--- src/rtl/fetch_queue_pkg.sv ---
// Shared widths and defaults for the instruction-fetch queue and its buffer.
package fetch_queue_pkg;

  localparam int unsigned FQ_OP_W        = 8;
  localparam int unsigned FQ_PC_W        = 16;
  localparam int unsigned FQ_DEPTH       = 4;
  localparam int unsigned FQ_MEM_LATENCY = 1;
  localparam logic [15:0] FQ_RESET_PC    = 16'h0000;

endpackage

--- src/rtl/byte_fifo.sv ---
// Synchronous FIFO with registered head entry, head-valid flag and count.
module byte_fifo
  import fetch_queue_pkg::*;
#(
  parameter int unsigned W     = FQ_OP_W + FQ_PC_W,
  parameter int unsigned DEPTH = FQ_DEPTH,
  localparam int unsigned AW   = $clog2(DEPTH),
  localparam int unsigned CW   = $clog2(DEPTH + 1)
) (
  input  logic          clk,
  input  logic          rst,
  input  logic          push,
  input  logic [W-1:0]  push_data,
  input  logic          pop,
  input  logic          flush,
  output logic [W-1:0]  head,
  output logic          head_valid,
  output logic [CW-1:0] count
);

  logic [W-1:0]  mem_q [DEPTH];
  logic [AW-1:0] rd_ptr_q, rd_ptr_d;
  logic [AW-1:0] wr_ptr_q, wr_ptr_d;
  logic [CW-1:0] count_q, count_d;
  logic [W-1:0]  head_q, head_d;
  logic          valid_q, valid_d;
  logic          do_pop;

  assign do_pop     = pop & valid_q;
  assign head       = head_q;
  assign head_valid = valid_q;
  assign count      = count_q;

  // Next pointers, count and the head entry as it will look after this cycle
  always_comb begin
    rd_ptr_d = rd_ptr_q;
    wr_ptr_d = wr_ptr_q;
    count_d  = count_q;
    head_d   = head_q;
    valid_d  = valid_q;
    if (flush) begin
      rd_ptr_d = '0;
      wr_ptr_d = '0;
      count_d  = '0;
      valid_d  = 1'b0;
    end else begin
      if (do_pop) rd_ptr_d = rd_ptr_q + AW'(1);
      if (push)   wr_ptr_d = wr_ptr_q + AW'(1);
      case ({push, do_pop})
        2'b10:   count_d = count_q + CW'(1);
        2'b01:   count_d = count_q - CW'(1);
        default: count_d = count_q;
      endcase
      valid_d = (count_d != '0);
      // The pushed entry becomes head when the queue is (or is about to be) empty
      if (push && (wr_ptr_q == rd_ptr_d)) head_d = push_data;
      else                                head_d = mem_q[rd_ptr_d];
    end
  end

  // Control and head registers
  always_ff @(posedge clk) begin
    if (rst) begin
      rd_ptr_q <= '0;
      wr_ptr_q <= '0;
      count_q  <= '0;
      valid_q  <= 1'b0;
      head_q   <= '0;
    end else begin
      rd_ptr_q <= rd_ptr_d;
      wr_ptr_q <= wr_ptr_d;
      count_q  <= count_d;
      valid_q  <= valid_d;
      head_q   <= head_d;
    end
  end

  // Storage array; contents are meaningless until written
  always_ff @(posedge clk) begin
    if (push && !flush && !rst) mem_q[wr_ptr_q] <= push_data;
  end

  // Upstream credit accounting must never push into a full queue
  always_ff @(posedge clk) begin
    if (!rst && !flush && push && !do_pop) begin
      assert (count_q != CW'(DEPTH)) else $error("byte_fifo: push into full queue");
    end
  end

endmodule

--- src/rtl/fetch_queue.sv ---
// Instruction-fetch stage: issues sequential fetch addresses, tracks in-flight
// memory reads, buffers returned bytes with their PC and flushes on redirect.
module fetch_queue
  import fetch_queue_pkg::*;
#(
  parameter int unsigned    DEPTH       = FQ_DEPTH,
  parameter int unsigned    MEM_LATENCY = FQ_MEM_LATENCY,
  parameter int unsigned    PC_W        = FQ_PC_W,
  parameter logic [PC_W-1:0] RESET_PC   = PC_W'(FQ_RESET_PC),
  localparam int unsigned   OCC_W       = $clog2(DEPTH + 1)
) (
  input  logic               clk,
  input  logic               rst,
  input  logic               fetch_en,
  input  logic               redirect_valid,
  input  logic [PC_W-1:0]    redirect_pc,
  output logic [PC_W-1:0]    addr_i,
  input  logic [FQ_OP_W-1:0] din_i,
  output logic [FQ_OP_W-1:0] instr,
  output logic [PC_W-1:0]    instr_pc,
  output logic               instr_valid,
  input  logic               instr_ready,
  output logic [OCC_W-1:0]   occupancy
);

  localparam int unsigned ENT_W = FQ_OP_W + PC_W;
  localparam int unsigned CR_W  = $clog2(DEPTH + MEM_LATENCY + 1);

  logic [PC_W-1:0]        fetch_pc_q, fetch_pc_d;
  logic [MEM_LATENCY-1:0] pipe_vld_q, pipe_vld_d;
  logic [PC_W-1:0]        pipe_pc_q [MEM_LATENCY];
  logic [PC_W-1:0]        pipe_pc_d [MEM_LATENCY];
  logic [CR_W-1:0]        inflight_ct;
  logic                   credit_ok;
  logic                   fire;
  logic                   ret_valid;
  logic [PC_W-1:0]        ret_pc;
  logic                   pop;
  logic [ENT_W-1:0]       head;

  assign addr_i = fetch_pc_q;

  // Credit check uses only registered state, so a pop frees its slot next cycle
  always_comb begin
    inflight_ct = '0;
    for (int i = 0; i < MEM_LATENCY; i++) begin
      inflight_ct = inflight_ct + CR_W'(pipe_vld_q[i]);
    end
    credit_ok = (CR_W'(occupancy) + inflight_ct) < CR_W'(DEPTH);
    fire      = fetch_en & ~redirect_valid & credit_ok;
  end

  // Next fetch PC and in-flight token shift; redirect kills every token
  always_comb begin
    fetch_pc_d = fetch_pc_q;
    pipe_vld_d = '0;
    pipe_pc_d  = pipe_pc_q;
    if (redirect_valid)  fetch_pc_d = redirect_pc;
    else if (fire)       fetch_pc_d = fetch_pc_q + PC_W'(1);
    pipe_vld_d[0] = fire;
    pipe_pc_d[0]  = fetch_pc_q;
    for (int i = 1; i < MEM_LATENCY; i++) begin
      pipe_vld_d[i] = pipe_vld_q[i-1];
      pipe_pc_d[i]  = pipe_pc_q[i-1];
    end
    if (redirect_valid) pipe_vld_d = '0;
  end

  // Token leaving the pipe pairs with this cycle's memory data
  always_comb begin
    ret_valid = pipe_vld_q[MEM_LATENCY-1] & ~redirect_valid;
    ret_pc    = pipe_pc_q[MEM_LATENCY-1];
    pop       = instr_valid & instr_ready;
  end

  // Fetch PC and token-valid registers
  always_ff @(posedge clk) begin
    if (rst) begin
      fetch_pc_q <= RESET_PC;
      pipe_vld_q <= '0;
    end else begin
      fetch_pc_q <= fetch_pc_d;
      pipe_vld_q <= pipe_vld_d;
    end
  end

  // Token PC payload; only meaningful alongside its valid bit
  always_ff @(posedge clk) begin
    pipe_pc_q <= pipe_pc_d;
  end

  byte_fifo #(
    .W     (ENT_W),
    .DEPTH (DEPTH)
  ) u_fifo (
    .clk        (clk),
    .rst        (rst),
    .push       (ret_valid),
    .push_data  ({din_i, ret_pc}),
    .pop        (pop),
    .flush      (redirect_valid),
    .head       (head),
    .head_valid (instr_valid),
    .count      (occupancy)
  );

  assign instr    = head[ENT_W-1 -: FQ_OP_W];
  assign instr_pc = head[PC_W-1:0];

endmodule

--- config.mk ---
export PLATFORM = sky130hd
export DESIGN_NAME = fetch_queue
export DESIGN_NICKNAME = d
export VERILOG_FILES = /design/src/rtl/fetch_queue_pkg.sv /design/src/rtl/byte_fifo.sv /design/src/rtl/fetch_queue.sv
export SDC_FILE = /design/constraint.sdc
export NUM_CORES = 1
export LEC_CHECK = 0
export CORE_ASPECT_RATIO = 0.8
export CORE_UTILIZATION = 35
export CTS_CLUSTER_DIAMETER = 30
export CTS_CLUSTER_SIZE = 25
export DETAILED_ROUTE_END_ITERATION = 8
export MAX_ROUTING_LAYER = met4
export PLACE_DENSITY = 0.63
export SYNTH_ARGS = -nofsm -noshare
export SYNTH_HDL_FRONTEND = slang
export SYNTH_SLANG_ARGS = --single-unit
--- constraint.sdc ---
create_clock -name clk -period 4.6 [get_ports clk]
set_input_delay 1.38 -clock clk [delete_from_list [all_inputs] [get_ports clk]]
set_output_delay 1.38 -clock clk [all_outputs]
set_load 0.05 [all_outputs]
==> results of run 1 <==
-- worst max-delay path: stages --
cell                              delay, ns
sky130_fd_sc_hd__clkdlybuf4s50_1       0.73
sky130_fd_sc_hd__nor2_2                0.46
sky130_fd_sc_hd__o211a_1               0.82
sky130_fd_sc_hd__o211ai_1              0.22
sky130_fd_sc_hd__o211ai_1              0.14
-- cell usage after synthesis (2+ instances only) --
cell and instances:
sky130_fd_sc_hd__clkbuf_1 29, sky130_fd_sc_hd__nor2_1 22, sky130_fd_sc_hd__ha_1 6, sky130_fd_sc_hd__a211oi_1 2, sky130_fd_sc_hd__nand3_1 30, sky130_fd_sc_hd__dfxtp_1 65, sky130_fd_sc_hd__and4b_1 2, sky130_fd_sc_hd__o211ai_1 50
sky130_fd_sc_hd__or4_1 5, sky130_fd_sc_hd__a311oi_1 10, sky130_fd_sc_hd__and3_1 5, sky130_fd_sc_hd__o21ai_0 9, sky130_fd_sc_hd__buf_2 13, sky130_fd_sc_hd__o211a_1 2, sky130_fd_sc_hd__o31ai_1 3, sky130_fd_sc_hd__nand2_1 34
sky130_fd_sc_hd__and4_1 5, sky130_fd_sc_hd__and2_1 2, sky130_fd_sc_hd__xnor2_1 5, sky130_fd_sc_hd__a21oi_1 2, sky130_fd_sc_hd__buf_6 2, sky130_fd_sc_hd__edfxtp_1 96, sky130_fd_sc_hd__or3_1 9, sky130_fd_sc_hd__nand4_1 6
sky130_fd_sc_hd__mux2i_1 99, sky130_fd_sc_hd__inv_1 6, sky130_fd_sc_hd__xor2_1 4, sky130_fd_sc_hd__a22oi_1 48
-- power by group --
group	internal (mW)	switching [mW]	total, mW
clock network	0.768	0.534	1.30
registers	1.56	0.0485	1.61
logic	0.0862	0.148	0.234
-- routing by layer --
metal  vias to the layer above  track usage (%)
li1                       2434                -
met1                      2562            23.27
met2                       167            29.29
met3                        21            3.567
met4                         0            6.157
met5                         -                -
-- final timing paths --
check | startpoint | end | slack (ns) | depth (start not counted)
min | addr_i[14]$_SDFFE_PP0P_ | pipe_pc_q[14]$_DFF_P_ | 0.42 | 0
max reg2reg | u_fifo.rd_ptr_q[0]$_SDFF_PP0_ | u_fifo.head[19]$_SDFFE_PP0N_ | 2.05 | 5
max | rst | u_fifo.head[15]$_SDFFE_PP0N_ | 1.18 | 5
min reg2reg | addr_i[14]$_SDFFE_PP0P_ | pipe_pc_q[14]$_DFF_P_ | 0.42 | 0
-- cell usage in the layout, fill, tap and decap left out, types with 2 or more instances in the layout --
| master | instances |
|---|---|
| sky130_fd_sc_hd__and3_1 | 5 |
| sky130_fd_sc_hd__a211oi_1 | 2 |
| sky130_fd_sc_hd__or4_1 | 5 |
| sky130_fd_sc_hd__clkinv_1 | 2 |
| sky130_fd_sc_hd__o21ai_0 | 9 |
| sky130_fd_sc_hd__and4b_1 | 2 |
| sky130_fd_sc_hd__and2_1 | 2 |
| sky130_fd_sc_hd__nor2_2 | 2 |
| sky130_fd_sc_hd__nand4_1 | 6 |
| sky130_fd_sc_hd__buf_4 | 14 |
| sky130_fd_sc_hd__or3_1 | 9 |
| sky130_fd_sc_hd__mux2i_1 | 99 |
| sky130_fd_sc_hd__nand2_1 | 34 |
| sky130_fd_sc_hd__clkbuf_8 | 2 |
| sky130_fd_sc_hd__nor2_1 | 20 |
| sky130_fd_sc_hd__a311oi_1 | 10 |
| sky130_fd_sc_hd__edfxtp_1 | 96 |
| sky130_fd_sc_hd__clkbuf_16 | 17 |
| sky130_fd_sc_hd__and4_1 | 5 |
| sky130_fd_sc_hd__nand3_1 | 30 |
| sky130_fd_sc_hd__a22oi_1 | 48 |
| sky130_fd_sc_hd__clkbuf_1 | 3 |
| sky130_fd_sc_hd__o211a_1 | 2 |
| sky130_fd_sc_hd__o31ai_1 | 3 |
| sky130_fd_sc_hd__clkinvlp_4 | 3 |
| sky130_fd_sc_hd__o211ai_1 | 50 |
| sky130_fd_sc_hd__dfxtp_1 | 64 |
| sky130_fd_sc_hd__xnor2_1 | 5 |
| sky130_fd_sc_hd__xor2_1 | 4 |
| sky130_fd_sc_hd__ha_1 | 6 |
| sky130_fd_sc_hd__inv_1 | 6 |
| sky130_fd_sc_hd__clkinv_2 | 2 |
| sky130_fd_sc_hd__clkdlybuf4s50_1 | 72 |
-- metrics by stage --
stage	total power, mW	cell area, sq um	utilization, %	hold slack, ns	instances
global route	3.239	8791	43.76	0.4379	927
global placement	1.871	8243	41.04	0.4143	896
CTS	3.168	8791	43.76	0.4181	927
floorplan	1.763	7262	-	0.4604	591
detailed placement	1.875	8243	41.04	0.4085	896
finish	3.147	8791	43.76	0.4228	927
-- state kept, by name, indices dropped and copies added (netlist names) --
register and count:
u_fifo.head 24, pipe_vld_q 1, addr_i 16, u_fifo.wr_ptr_q 2, pipe_pc_q 16, u_fifo.rd_ptr_q 2
u_fifo.head_valid 1, u_fifo.count 3, u_fifo.mem_q 96
-- cell type report --
type	count	area (sq um)
inverter	7	26.28
tap	264	330.3
multi-input combinational	378	2873
sequential	161	4188
clock inverter	9	83.83
clock buffer	22	464.2
fill	1786	11300
timing repair buffer	86	825.8
-- logic make-up (layout without fill, tap and decap cells) --
kind of cell / after synthesis / after routing / synth area share, %
and+or+nand+nor: 129 / 129 / 9.183
buffers and inverters: 52 / 124 / 3.170
xor gates and xnor gates: 9 / 9 / 1.085
muxes: 101 / 101 / 14.01
DFF: 161 / 161 / 57.62
adders and majority gates: 7 / 7 / 1.309
AOI/OAI and AO/OA: 132 / 132 / 13.63
==> impl_metrics.csv, run 1 <==
group,metric,value,unit
timing,setup_viol,0,
synth,synthArstFlopShare,0,%
synth,synthesis.area,0.007262,sq mm
synth,top_cell_type_s_share_of_synthesized_area,39.70,%
timing,finalMaxSlewViolations,0,
routing,drtPass1Iterations,5,
setup_path,critPathArrivalTime,3.76,ns
routing,routed_wirelength,18360,um
cells_and_area,final_nets,687,
timing,slew-limit-headroom,27.44,%
global_routing,grt.overflow.total,0,
die,initial_utilization,36.15,%
setup_path,worst-setup-path-type,"primary input to flop",
synth,post_synth_num_cell_types,48,
timing,grt_setup_unrepaired,"false",
global_routing,track_usage,18.30,%
timing,max_freq,0.2924,GHz
clock_tree,post_cts_setup_driven_buffer_insertion_count,0,
clock_tree,cts.path.max_buffers,2,
routing,highest_layer_used_for_signal_routing,"met4",
synth,yosys_register_bits,161,
global_routing,grt_max_degree,69,
clock_tree,clk_transition_reported_paths,0.06,ns
die,die_w,163.0,um
clock_tree,cts-resized-gates,0,
timing,finalWorstSetupSlack,1.180,ns
global_routing,first_global_vias,5181,
power,reported_leakage_power,2.722,nW
die,pin_count,73,
die,die_height,130.8,um
timing,timing.final.crit_period,3.420,ns
synth,postSynthNetCount,627,
setup_path,crit_fanout,24,
place,place.detailed.hpwl,11400,um
cells_and_area,area_growth,21.05,%
routing,detail_route.wl_per_cell,19.81,um
die,dieArea,0.02133,sq mm
routing,route.met3.wl,1218,um
global_routing,grt_antenna_before_repair,0,
clock_tree,cts.htree.levels,4,
timing,actual_slew_at_the_worst_max_slew_pin,1.088,ns
worst_hold_path,worst_hold_path_type,"flop to flop",
routing,number_of_design_rule_violations_left_after_detail_routing,0,
place,preCtsSetupSlack,0.7756,ns
place,place.gp.congestion,0.7938,
setup_path,cp_data_required_time,4.94,ns
timing,period_share,74.35,%
setup_path,start_kind,"primary input",
cells_and_area,num_antenna_cells,0,
synth,yosys_warnings,0,
flow_run,max-cap-violations,0,
clock_tree,clock_tree.root_cell,"sky130_fd_sc_hd__clkbuf_16",
synth,syn_avg_cell_area,12.29,sq um
routing,vias_per_cell,5.592,
run_status,result_of_the_run,"complete, no violations",
clock_tree,cts_hold_buffers,0,
routing,final_antenna_net_count,0,
power,cellPowerDensity,358.0,mW/mm^2
place,portBuffers,72,
die,floorplan.rows,46,
routing,detailroute.wirelength.met2,8600,um
timing,timing.setup.tns,0,ns
cells_and_area,layout-drive-gt1-share,7.994,%
synth,synth_edf_count,96,
power,maximum_vdd_ir_drop,0.0002506,V
timing,final-hold-violation-count,0,
die,placeableCoreArea,0.02009,sq mm
synth,sequential_to_total_area_share_from_yosys_stat,57.62,%
routing,routed-via-count,5184,
clock_tree,cts-buffers-inserted,17,
global_routing,wire_length_of_the_first_global_routing_pass,28280,um
synth,yosys_most_used_dff,"sky130_fd_sc_hd__edfxtp_1",
clock_tree,clk-insertion-delay-late,0.42,ns
routing,1st_iter_drt_viols,396,
routing,wl_met1,8299,um
clock_tree,cts_sinks,161,
synth,netlist.top_cell.by_area,"sky130_fd_sc_hd__edfxtp_1",
timing,fin_worst_skew,0.006010,ns
synth,mapped_cells,591,
synth,synth.top_cells.by_area,"sky130_fd_sc_hd__edfxtp_1 (40%), sky130_fd_sc_hd__dfxtp_1 (18%), sky130_fd_sc_hd__mux2i_1 (14%)",
setup_path,timing.critical_path.to_type,"flop",
clock_tree,tritoncts,"done",
(Power assumes the default switching activity.)
==> run 2: changes to the inputs <==
PLACE_DENSITY = 0.65   (was 0.63)
clock period = 2.88 ns   (was 4.6 ns; I/O delays follow)
==> run 2 against run 1 <==
Against the previous run: clock skew down 0.00057 ns; global-route usage up 0.55 points; combinational power up 72%; cell area up 3.2%; clock power up 73%; largest cell class unchanged; largest power group unchanged; final cell count up 1.5%; critical path type is now flop to primary output; worst setup slack worse by 0.97 ns; sequential power up 59%; sequential share of layout area down 1.5 points; die area unchanged.
==> impl_metrics.csv, run 2 (synthesized netlist as in run 1, its figures left out) <==
group,metric,value,unit
run_status,result_of_the_run,"complete, no violations",
timing,actual_slew_at_the_worst_max_slew_pin,0.6843,ns
power,total_power,5.216,mW
die,dieArea,0.02133,sq mm
setup_path,timing.critical_path.to_type,"primary output",
timing,finalMaxSlewViolations,0,
clock_tree,cts_sinks,161,
routing,detail_route.wl_per_cell,19.94,um
timing,timing.final.crit_period,2.667,ns
cells_and_area,fillers,1759,
routing,drtPass1Iterations,5,
timing,fin_worst_skew,0.005444,ns
power,maximum_vdd_ir_drop,0.0003380,V
timing,grt_setup_unrepaired,"false",
timing,setup_viol,0,
cells_and_area,num_antenna_cells,0,
timing,slew-limit-headroom,54.38,%
clock_tree,cts.htree.levels,4,
global_routing,track_usage,18.84,%
worst_hold_path,hold_depth,0,
cells_and_area,largest_register_ffs,96,
worst_hold_path,worst_hold_path_type,"flop to flop",
clock_tree,cts-buffers-inserted,17,
worst_hold_path,hold_start,"addr_i[12]$_SDFFE_PP0P_",
cells_and_area,layout-drive-gt1-share,9.601,%
cells_and_area,final_nets,700,
timing,max_freq,0.3749,GHz
setup_path,cell_by_cell_listing_of_the_critical_path,"clkdlybuf4s50_1",
power,cellPowerDensity,575.1,mW/mm^2
clock_tree,cts.path.max_buffers,2,
place,place.detailed.hpwl,11430,um
routing,final_antenna_net_count,0,
clock_tree,tritoncts,"done",
cells_and_area,regMostFlops,"u_fifo.mem_q",
die,die_height,130.8,um
cells_and_area,final_cell_mix,"sky130_fd_sc_hd__mux2i_1 (99), sky130_fd_sc_hd__edfxtp_1 (96), sky130_fd_sc_hd__clkdlybuf4s50_1 (72), sky130_fd_sc_hd__dfxtp_1 (64), sky130_fd_sc_hd__o211ai_1 (50)",
setup_path,max_stage_delay,0.87,ns
cells_and_area,finish.cell_count_without_fillers,941,
worst_hold_path,holdPathEnd,"pipe_pc_q[12]$_DFF_P_",
place,portBuffers,72,
die,pin_count,73,
routing,routed_wirelength,18760,um
timing,timing.setup.tns,0,ns
global_routing,grt_antenna_before_repair,0,
clock_tree,clk-insertion-delay-late,0.42,ns
setup_path,worst-setup-path-type,"flop to primary output",
clock_tree,cts-resized-gates,0,
setup_path,r2r-end,"addr_i[8]$_SDFFE_PP0P_",
place,dp.cells,909,
global_routing,grt.overflow.total,0,
global_routing,grt_max_degree,97,
die,die_w,163.0,um
cells_and_area,mostFrequentLayoutCell,"sky130_fd_sc_hd__mux2i_1",
clock_tree,post_cts_setup_driven_buffer_insertion_count,0,
setup_path,crit_buf_inv,1,
global_routing,wire_length_of_the_first_global_routing_pass,29220,um
setup_path,critPathArrivalTime,1.80,ns
timing,period_share,92.62,%
setup_path,start_kind,"flop",
setup_path,timing.rr.start,"pipe_vld_q$_SDFF_PP0_",
place,place.gp.congestion,0.8246,
setup_path,worst_r2r_path_depth,4,
timing,final-hold-violation-count,0,
cells_and_area,area_growth,24.90,%
cells_and_area,finish.utilization,45.15,%
clock_tree,clock_tree.root_cell,"sky130_fd_sc_hd__clkbuf_16",
die,placeableCoreArea,0.02009,sq mm
routing,vias_per_cell,5.652,
setup_path,r2r_setup_slack,0.76,ns
setup_path,crit_family,"buffers and inverters",
routing,number_of_design_rule_violations_left_after_detail_routing,0,
cells_and_area,regArea,0.004188,sq mm
timing,hold_slack,0.4129,ns
flow_run,max-cap-violations,0,
setup_path,cp_data_required_time,2.02,ns
clock_tree,cts_hold_buffers,0,
routing,routed-via-count,5319,
setup_path,cpMaxStageDelayCell,"sky130_fd_sc_hd__clkdlybuf4s50_1",
setup_path,crit_fanout,9,
clock_tree,clk_transition_reported_paths,0.06,ns
global_routing,first_global_vias,5438,
die,initial_utilization,36.15,%
die,floorplan.rows,46,
power,reported_leakage_power,2.839,nW
cells_and_area,multi_input_comb_area,0.002865,sq mm
routing,1st_iter_drt_viols,295,
-- run 2: cell count changes in the layout (fill, tap and decap cells not counted) --
cell / previous run / this run
sky130_fd_sc_hd__buf_12: 0 / 12
sky130_fd_sc_hd__bufinv_16: 1 / 3
sky130_fd_sc_hd__clkinv_2: 2 / 4
sky130_fd_sc_hd__a21boi_1: 0 / 1
sky130_fd_sc_hd__a21boi_2: 1 / 0
sky130_fd_sc_hd__buf_4: 14 / 15
sky130_fd_sc_hd__clkbuf_1: 3 / 2
sky130_fd_sc_hd__clkbuf_8: 2 / 1
sky130_fd_sc_hd__clkinv_1: 2 / 3
sky130_fd_sc_hd__clkinv_4: 1 / 0
sky130_fd_sc_hd__inv_6: 1 / 0
sky130_fd_sc_hd__o21ai_1: 0 / 1
sky130_fd_sc_hd__o21ai_2: 1 / 0
-- run 2: where the power goes --
part / switching [mW] / internal (mW)
Sequential: 0.0649 / 2.50
Clock: 0.880 / 1.37
Combinational: 0.249 / 0.153
Total: 1.19 / 4.02
-- run 2: layout make-up --
class	instances	area share, %
Sequential cell	161	46.17
Multi-Input combinational cell	378	31.59
Timing Repair Buffer	99	11.84
Clock buffer	20	4.925
Tap cell	264	3.642
Clock inverter	12	1.545
Inverter	7	0.2897
-- run 2: worst max path at each step --
stage / startpoint / to / slack, ns / cells after the start
2_1_floorplan: rst / u_fifo.mem_q[1][0]$_DFFE_PP_ / 0.33 / 4
3_3_place_gp: fetch_en / addr_i[8]$_SDFFE_PP0P_ / 0.20 / 5
3_5_place_dp: fetch_en / addr_i[8]$_SDFFE_PP0P_ / 0.14 / 5
4_1_cts: addr_i[6]$_SDFFE_PP0P_ / addr_i[6] / 0.21 / 1
5_1_grt: addr_i[6]$_SDFFE_PP0P_ / addr_i[6] / 0.16 / 1
6_report: addr_i[6]$_SDFFE_PP0P_ / addr_i[6] / 0.21 / 1
-- run 2: layer usage --
layer / share of wire, % / GRT usage, % / vias to the layer above
li1: - / - / 2453
met1: 45 / 23.22 / 2641
met2: 47 / 30.61 / 197
met3: 7.0 / 4.388 / 28
met4: 1.3 / 6.157 / 0
met5: 0 / - / -
-- run 2: per-stage QoR --
step                      instance area (sq um)  setup WS (ns)
after CTS                                  9070         0.2087
after global routing                       9070         0.1632
after detailed placement                   8483         0.1367
after floorplan                            7262         0.3276
final                                      9070         0.2126
after global placement                     8483         0.2044
